File: src/rtl/bp_fe_cmd_arbiter.sv
// Merges redirect, control and attaboy command sources into the front-end command stream.
// Latency: input handshake at N -> buffered at N+1 -> presented at N+2; back-to-back one per cycle on yumi.
// Backpressure: redirect/ctrl ready drops while their one-entry buffer is full; attaboys are dropped (and counted) when their FIFO is full.
//
// Ports: redirect_*/ctrl_* are valid/ready inputs, attaboy_* is push-only, fe_cmd_* is the
// valid/yumi output stream, attaboy_drop_cnt_o counts discarded attaboys, busy_o flags pending work.
module bp_fe_cmd_arbiter #(
    parameter int cmd_width_p      = 128,
    parameter int attaboy_els_p    = 4,
    parameter int starve_limit_p   = 8,
    parameter int drop_cnt_width_p = 8
) (
    input  logic                        clk_i,
    input  logic                        reset_n_i,
    input  logic [cmd_width_p-1:0]      redirect_cmd_i,
    input  logic                        redirect_v_i,
    output logic                        redirect_ready_o,
    input  logic [cmd_width_p-1:0]      ctrl_cmd_i,
    input  logic                        ctrl_v_i,
    output logic                        ctrl_ready_o,
    input  logic [cmd_width_p-1:0]      attaboy_cmd_i,
    input  logic                        attaboy_v_i,
    output logic [cmd_width_p-1:0]      fe_cmd_o,
    output logic                        fe_cmd_v_o,
    input  logic                        fe_cmd_yumi_i,
    output logic [drop_cnt_width_p-1:0] attaboy_drop_cnt_o,
    output logic                        busy_o
);
    localparam int ptr_w    = $clog2(attaboy_els_p);
    localparam int cnt_w    = ptr_w + 1;
    localparam int starve_w = $clog2(starve_limit_p + 1);

    typedef enum logic [0:0] {IDLE, PRESENT} state_e;
    typedef enum logic [1:0] {SEL_REDIR, SEL_CTRL, SEL_ATB} sel_e;

    state_e                   state_q, state_d;
    sel_e                     sel_q, sel_d;
    logic                     redir_full_q, ctrl_full_q;
    logic [cmd_width_p-1:0]   redir_dat_q, ctrl_dat_q;
    logic [cmd_width_p-1:0]   atb_mem_q [attaboy_els_p];
    logic [ptr_w-1:0]         atb_wr_ptr_q, atb_rd_ptr_q;
    logic [cnt_w-1:0]         atb_cnt_q, atb_cnt_d;
    logic [starve_w-1:0]      starve_q, starve_d;
    logic [drop_cnt_width_p-1:0] drop_q;

    logic yumi, pop_redir, pop_ctrl, pop_atb;
    logic push_redir, push_ctrl, atb_full, push_atb, drop_atb;
    logic redir_avail, ctrl_avail, atb_avail, any_avail;
    sel_e pick;

    assign fe_cmd_v_o = (state_q == PRESENT);
    assign yumi       = fe_cmd_yumi_i & fe_cmd_v_o;
    assign pop_redir  = yumi & (sel_q == SEL_REDIR);
    assign pop_ctrl   = yumi & (sel_q == SEL_CTRL);
    assign pop_atb    = yumi & (sel_q == SEL_ATB);

    assign push_redir = redirect_v_i & ~redir_full_q;
    assign push_ctrl  = ctrl_v_i & ~ctrl_full_q;

    // A push into a full FIFO survives only when the head leaves in the same cycle.
    assign atb_full  = (atb_cnt_q == cnt_w'(attaboy_els_p));
    assign push_atb  = attaboy_v_i & (~atb_full | pop_atb);
    assign drop_atb  = attaboy_v_i & atb_full & ~pop_atb;
    assign atb_cnt_d = atb_cnt_q + {{(cnt_w-1){1'b0}}, push_atb} - {{(cnt_w-1){1'b0}}, pop_atb};

    // Availability for re-selection excludes the entry being popped this cycle.
    assign redir_avail = redir_full_q & ~pop_redir;
    assign ctrl_avail  = ctrl_full_q & ~pop_ctrl;
    assign atb_avail   = (atb_cnt_q > {{(cnt_w-1){1'b0}}, pop_atb});
    assign any_avail   = redir_avail | ctrl_avail | atb_avail;

    // Starvation count uses its post-yumi value so the override takes effect on the very next grant.
    always_comb begin
        starve_d = starve_q;
        if ((atb_cnt_q == '0) || pop_atb) begin
            starve_d = '0;
        end else if (yumi && (starve_q < starve_w'(starve_limit_p))) begin
            starve_d = starve_q + 1'b1;
        end
    end

    always_comb begin
        pick = SEL_ATB;
        if (atb_avail && (starve_d >= starve_w'(starve_limit_p))) begin
            pick = SEL_ATB;
        end else if (redir_avail) begin
            pick = SEL_REDIR;
        end else if (ctrl_avail) begin
            pick = SEL_CTRL;
        end
    end

    always_comb begin
        state_d = state_q;
        sel_d   = sel_q;
        case (state_q)
            IDLE: begin
                if (any_avail) begin
                    state_d = PRESENT;
                    sel_d   = pick;
                end
            end
            PRESENT: begin
                if (yumi) begin
                    if (any_avail) begin
                        sel_d = pick;
                    end else begin
                        state_d = IDLE;
                    end
                end
            end
            default: state_d = IDLE;
        endcase
    end

    always_ff @(posedge clk_i or negedge reset_n_i) begin
        if (!reset_n_i) begin
            state_q      <= IDLE;
            sel_q        <= SEL_REDIR;
            redir_full_q <= 1'b0;
            ctrl_full_q  <= 1'b0;
            redir_dat_q  <= '0;
            ctrl_dat_q   <= '0;
            atb_wr_ptr_q <= '0;
            atb_rd_ptr_q <= '0;
            atb_cnt_q    <= '0;
            starve_q     <= '0;
            drop_q       <= '0;
        end else begin
            state_q   <= state_d;
            sel_q     <= sel_d;
            atb_cnt_q <= atb_cnt_d;
            starve_q  <= starve_d;
            if (push_redir) begin
                redir_full_q <= 1'b1;
                redir_dat_q  <= redirect_cmd_i;
            end else if (pop_redir) begin
                redir_full_q <= 1'b0;
            end
            if (push_ctrl) begin
                ctrl_full_q <= 1'b1;
                ctrl_dat_q  <= ctrl_cmd_i;
            end else if (pop_ctrl) begin
                ctrl_full_q <= 1'b0;
            end
            if (push_atb) begin
                atb_wr_ptr_q <= atb_wr_ptr_q + 1'b1;
            end
            if (pop_atb) begin
                atb_rd_ptr_q <= atb_rd_ptr_q + 1'b1;
            end
            if (drop_atb && !(&drop_q)) begin
                drop_q <= drop_q + 1'b1;
            end
        end
    end

    // Storage only; validity is tracked by the count and pointers.
    always_ff @(posedge clk_i) begin
        if (push_atb) begin
            atb_mem_q[atb_wr_ptr_q] <= attaboy_cmd_i;
        end
    end

    always_comb begin
        fe_cmd_o = atb_mem_q[atb_rd_ptr_q];
        case (sel_q)
            SEL_REDIR: fe_cmd_o = redir_dat_q;
            SEL_CTRL:  fe_cmd_o = ctrl_dat_q;
            default:   fe_cmd_o = atb_mem_q[atb_rd_ptr_q];
        endcase
    end

    assign redirect_ready_o   = ~redir_full_q;
    assign ctrl_ready_o       = ~ctrl_full_q;
    assign attaboy_drop_cnt_o = drop_q;
    assign busy_o             = redir_full_q | ctrl_full_q | (atb_cnt_q != '0) | fe_cmd_v_o;

endmodule

File: config.mk
export PLATFORM = sky130hd
export DESIGN_NAME = bp_fe_cmd_arbiter
export DESIGN_NICKNAME = d
export VERILOG_FILES = /design/src/rtl/bp_fe_cmd_arbiter.sv
export SDC_FILE = /design/constraint.sdc
export NUM_CORES = 1
export LEC_CHECK = 0
export CAP_MARGIN = 20
export CELL_PAD_IN_SITES_DETAIL_PLACEMENT = 1
export CELL_PAD_IN_SITES_GLOBAL_PLACEMENT = 1
export CORE_AREA = 3 3 329 331
export DETAILED_ROUTE_END_ITERATION = 10
export DIE_AREA = 0 0 332 334
export PLACE_DENSITY = 0.67
export SLEW_MARGIN = 5
export SYNTH_ARGS = -nofsm -noshare
export SYNTH_HDL_FRONTEND = slang
export SYNTH_SLANG_ARGS = --single-unit
File: constraint.sdc
create_clock -name clk_i -period 4.8 [get_ports clk_i]
set_input_delay 0.96 -clock clk_i [delete_from_list [all_inputs] [get_ports clk_i]]
set_output_delay 0.96 -clock clk_i [all_outputs]
set_load 0.05 [all_outputs]
# Word level (Yosys, flattened, before mapping)
# Memories as Yosys holds them, arrays and structs flattened.
# Cells that the tools add are included.
# Widths: inputs -> output; s select.
[op_classes]
n_addsub = 6
magnitude_cmp = 3
eq_ne = 4
mux = 18
n_bitwise = 24
n_reduce_logical = 11
[ops]
columns = ["op", "count"]
rows = [
  ["$pmux 128 s2", 1],
  ["$and 1x1->1", 11],
  ["$mux 2", 5],
  ["$add 8x1->8 const B", 1],
  ["$mux 1", 8],
  ["$mux 4", 2],
  ["$reduce_and 8->1", 1],
  ["$not 1->1", 7],
  ["$or 1x1->1", 6],
  ["$add 2x1->2 const B", 2],
  ["$add 4x1->4 const B", 1],
  ["$ge 4x4->1 const B", 1],
  ["$lt 4x4->1 const B", 1],
  ["$pmux 2 s2", 1],
  ["$reduce_bool 2->1", 2],
  ["$add 3x1->3", 1],
  ["$eq 3x3->1 const B", 1],
  ["$gt 3x1->1", 1],
  ["$logic_and 1x1->1", 3],
  ["$logic_not 3->1", 1],
  ["$reduce_bool 3->1", 1],
  ["$sub 3x1->3", 1],
  ["$eq 2x1->1 const B", 1],
  ["$eq 2x2->1 const B", 1],
  ["other kinds (5)", 5],
]
[totals]
regBits = 280
ramBits = 512
input_bits = 390
out_inout_bits = 140
word_cells = 78
mem_count = 1
[mem_list]
columns = ["name", "depth", "width", "read_ports", "rd_clocked_by_memory_dff", "wr", "line_no", "source"]
rows = [
  ["atb_mem_q", 4, 128, 1, 0, 1, "40", "logic [cmd_width_p-1:0] atb_mem_q [attaboy_els_p];"],
]

# Logic depth before layout (Yosys ltp)
[logic_depth]
word_depth = 10
mapped_depth = 7
mapped_depth_nobuf = 6

# Worst setup path after synthesis
# No wires, ideal clock.
[synth_path]
path_type = "input -> register"
start = "input port fe_cmd_yumi_i"
end = "memory atb_mem_q[2][0], enable pin"
setup_ns = 0.502
arrival_ns = 4.451
required_time_ns = 4.298
path_slack_ns = -0.153
path_stages = 3
path_buffers = 0
cell_sequence = "nand4b_4 -> a21boi_1 -> and2_1"
[synth_via]
elab_chain_cells = 6
[synth_rtl]
columns = ["element", "line_no", "source"]
rows = [
  ["from (decl)", "25", "input logic fe_cmd_yumi_i,"],
  ["$and 1x1->1", "52", "assign yumi = fe_cmd_yumi_i & fe_cmd_v_o;"],
  ["$and 1x1->1", "55", "assign pop_atb = yumi & (sel_q == SEL_ATB);"],
  ["$or 1x1->1", "62", "assign push_atb = attaboy_v_i & (~atb_full | pop_atb);"],
  ["$and 1x1->1", "62", ""],
  ["$mux 1", "160", "if (push_atb) begin"],
  ["$mux 1 (not written as such)", "161", "atb_mem_q[atb_wr_ptr_q] <= attaboy_cmd_i;"],
  ["to (decl)", "40", ""],
]
# No other way between the ends.

# Worst setup path after layout
[layout_path]
start = "register atb_rd_ptr_q[0]"
end = "output port fe_cmd_o[122]"
[layout_via]
elab_chain_cells = 2
[layout_rtl]
columns = ["element", "line_no", "source"]
rows = [
  ["from (decl)", "41", "logic [ptr_w-1:0] atb_wr_ptr_q, atb_rd_ptr_q;"],
  ["from (signal assigned)", "150", "atb_rd_ptr_q <= atb_rd_ptr_q + 1'b1;"],
  ["$mem_v2 4x128", "-", ""],
  ["$pmux 128 s2", "167", "case (sel_q)"],
  ["to (decl)", "23", "output logic [cmd_width_p-1:0] fe_cmd_o,"],
]
# No other way between the ends.

==> impl_metrics.py <==
metrics = {
    "timing": {
        "worst_pin_slew_ns": 0.898,
        "slew_violations": 0,
        "fin_crit_sh_pct": 93.0,
        "hold_viol_final": 0,
        "slew_headroom_pct": 40.1,
        "setup_tns_ns": 0,
        "clock.fmax_mhz": 224,
        "fin_crit_ns": 4.46,
        "setup_ws_ns": 0.337,
        "setup_viol": 0,
        "rsz0062_at_grt": "false",
        "fin_skew_ns": 0.0291,
    },
    "worst_setup_path": {
        "start_kind": "register",
        "rr_worst_depth": 4,
        "r2r-end": "atb_mem_q[3][71]",
        "crit_path_end_kind": "output pin",
        "critPathKind": "reg -> out",
        "crit_fanout": 20,
        "cp.required_ns": 3.84,
        "rr_startpoint": "sel_q[1]",
        "r2r_setup_slack_ns": 1.56,
        "worstPathArrival_ns": 3.50,
    },
    "floorplan": {
        "core_um2": 105000,
        "initial_core_util_pct": 30.0,
        "floorplan.die_area_um2": 111000,
        "num_rows": 119,
        "die_h_um": 334,
        "ioPinCount": 530,
        "die_w_um": 332,
    },
    "drt": {
        "drt-pass1-iter-count": 5,
        "wirelength_um": 91500,
        "avgViaCountPerCell": 4.73,
        "drt_iter0_markers": 1176,
        "postRouteAntennaNets": 0,
        "drc": 0,
        "wl_per_cell_um": 23.9,
        "vias": 18100,
    },
    "global_routing": {
        "grt_pass1_vias": 20400,
        "grt_max_degree": 95,
        "antenna_found_initial": 35,
        "grt_pass1_wl_um": 135000,
        "grt_usage_pct": 16.3,
        "grt_overflow": 0,
    },
    "finish": {
        "final_cells": 3833,
        "multi_input_area_um2": 8830,
        "nNetsFinal": 2745,
        "fillers": 10500,
        "drive_gt1_share_pct": 24.9,
        "seqCellArea_um2": 22400,
        "synthToLayoutAreaGrowth_pct": 33.5,
    },
    "clocking": {
        "cts_tree": "done",
        "clkTransAtPathRegs_ns": 0.06,
        "cts_buffers": 90,
        "clkLatencyLatePin_ns": 0.66,
        "ctsRootBufferMaster": "clkbuf_16",
        "htree_levels": 3,
        "cts_sinks": 792,
        "ctsResizeCount": 0,
        "clockBufferDepth": 3,
        "cts_setup_buffers": 0,
        "holdBufCountCts": 0,
    },
    "logic_synthesis": {
        "synth_seq_area_share_pct": 70.7,
        "ys_warn_count": 0,
        "synthTopCellsByArea": "edfxtp_1 (49%), dfrtp_1 (22%), mux2_2 (9.1%)",
        "synth.top_cell.area_share_pct": 48.6,
        "syn-cell-area_um2": 31700,
        "synth_common_cells": "edfxtp_1 (512), dfrtp_1 (280), mux2_2 (256)",
        "synth_most_common_cell": "edfxtp_1",
        "synth_largest_area_cell": "edfxtp_1",
        "syn_area_per_cell_um2": 18.0,
        "synth_flop_cell": "edfxtp_1",
        "synth_cell_types": 36,
        "syn_inst": 1762,
        "yosys_register_bits": 792,
        "synth-edff-count": 512,
        "async_reset_ff_share_pct": 35.4,
        "syn_nets": 2162,
    },
    "placed_design": {
        "hpwl_um": 62800,
        "dp.cells": 3644,
        "place_ws_ns": 0.945,
        "globalplace.congestion": 0.803,
        "port_buffers": 529,
    },
    "run_status": {
        "status": "finished clean",
    },
    "power_and_ir_drop": {
        "power_uw": 30000,
        "power.density_nw_per_um2": 711,
        "vdd.ir_drop.worst_v": 0.000515,
        "p_leak_uw": 0.0150,
    },
    "run": {
        "drv_cap": 0,
    },
    "hold_path": {
        "hold_path_class": "in -> async",
    },
}
-- per-stage QoR --
stage	cell area, um^2	hold WS (ns)	util (%)
final	42300	0.386	40.1
after global routing	42200	0.397	40.1
after CTS	42200	0.353	40.0
after detailed placement	39200	0.495	37.1
after global placement	39200	0.487	37.1
after floorplan	31700	0.480	-
-- layout make-up --
cell class                      count  area share, %
Sequential cell                   792           53.0
Multi-Input combinational cell    859           20.9
Clock inverter                     51           1.31
Inverter                           10         0.0888
Tap cell                         1391           4.12
Clock buffer                      119           5.92
Antenna cell                       19          0.113
Timing Repair Buffer              592           14.6
-- where the power goes --
group	internal, uW	switching, uW	total, uW
registers	9430	1130	10600
logic	5120	7340	12500
clock network	4220	2780	7000
total	18800	11200	30000
-- worst max-delay path, stage by stage (launching register included) --
cell and delay (ns):
dfrtp_4 0.68, buf_4 0.50, mux4_2 0.55, nand2_1 0.07
o21ai_0 0.22, clkdlybuf4s50_1 0.81
-- layer usage --
metal | global-route usage (%) | vias to the layer above | part of all wire (%)
met5 | 0 | - | 0.22
met4 | 4.71 | 30 | 1.9
met3 | 5.57 | 131 | 7.4
met2 | 26.8 | 505 | 49
met1 | 20.3 | 9462 | 42
li1 | - | 7997 | -
-- state kept, by name (all words and copies together) (netlist names) --
name / cells
atb_mem_q: 512
ctrl_dat_q: 128
redir_dat_q: 128
attaboy_drop_cnt_o: 8
starve_q: 4
atb_cnt_q: 3
atb_rd_ptr_q: 2
atb_wr_ptr_q: 2
sel_q: 2
ctrl_full_q: 1
fe_cmd_v_o: 1
redir_full_q: 1
-- kinds of logic after synthesis --
family	share of synthesized area (%)
xor gates and xnor gates	0.387
and+or+nand+nor	2.29
buffers and inverters	1.51
adders and majority gates	0.419
muxes	22.3
AOI/OAI and AO/OA	2.38
DFF	70.7
-- worst max-delay path by stage --
stage / start / to / cells after the start
after detailed placement: atb_rd_ptr_q[0] / fe_cmd_o[122] / 5
after global placement: atb_rd_ptr_q[0] / fe_cmd_o[122] / 5
after floorplan: fe_cmd_yumi_i / atb_mem_q[0][0] / 3
final: atb_rd_ptr_q[0] / fe_cmd_o[122] / 5
after global routing: atb_rd_ptr_q[0] / fe_cmd_o[122] / 5
after CTS: atb_rd_ptr_q[0] / fe_cmd_o[122] / 5
-- placed cells by master, fill, tap and decap left out, drive strengths merged --
master / instances
diode: 19
clkinv: 33
nor3: 1
a21boi: 1
clkbuf: 119
and3: 1
or4: 1
nor3b: 2
dfrtp: 280
nand4b: 1
ha: 9
or2: 2
xor2: 5
clkinvlp: 4
clkdlybuf4s50: 528
fa: 1
mux4: 128
inv: 14
nand4: 2
o22ai: 2
a21oi: 3
mux2i: 129
or3: 1
o2111ai: 1
nor2b: 3
o21ai: 133
and2: 4
a22o: 2
bufinv: 10
edfxtp: 512
xnor2: 9
nand2: 142
a31oi: 3
o31ai: 1
nand3: 3
mux2: 257
nor2: 12
buf: 64
Note: power is estimated with default switching activity, not from simulation.
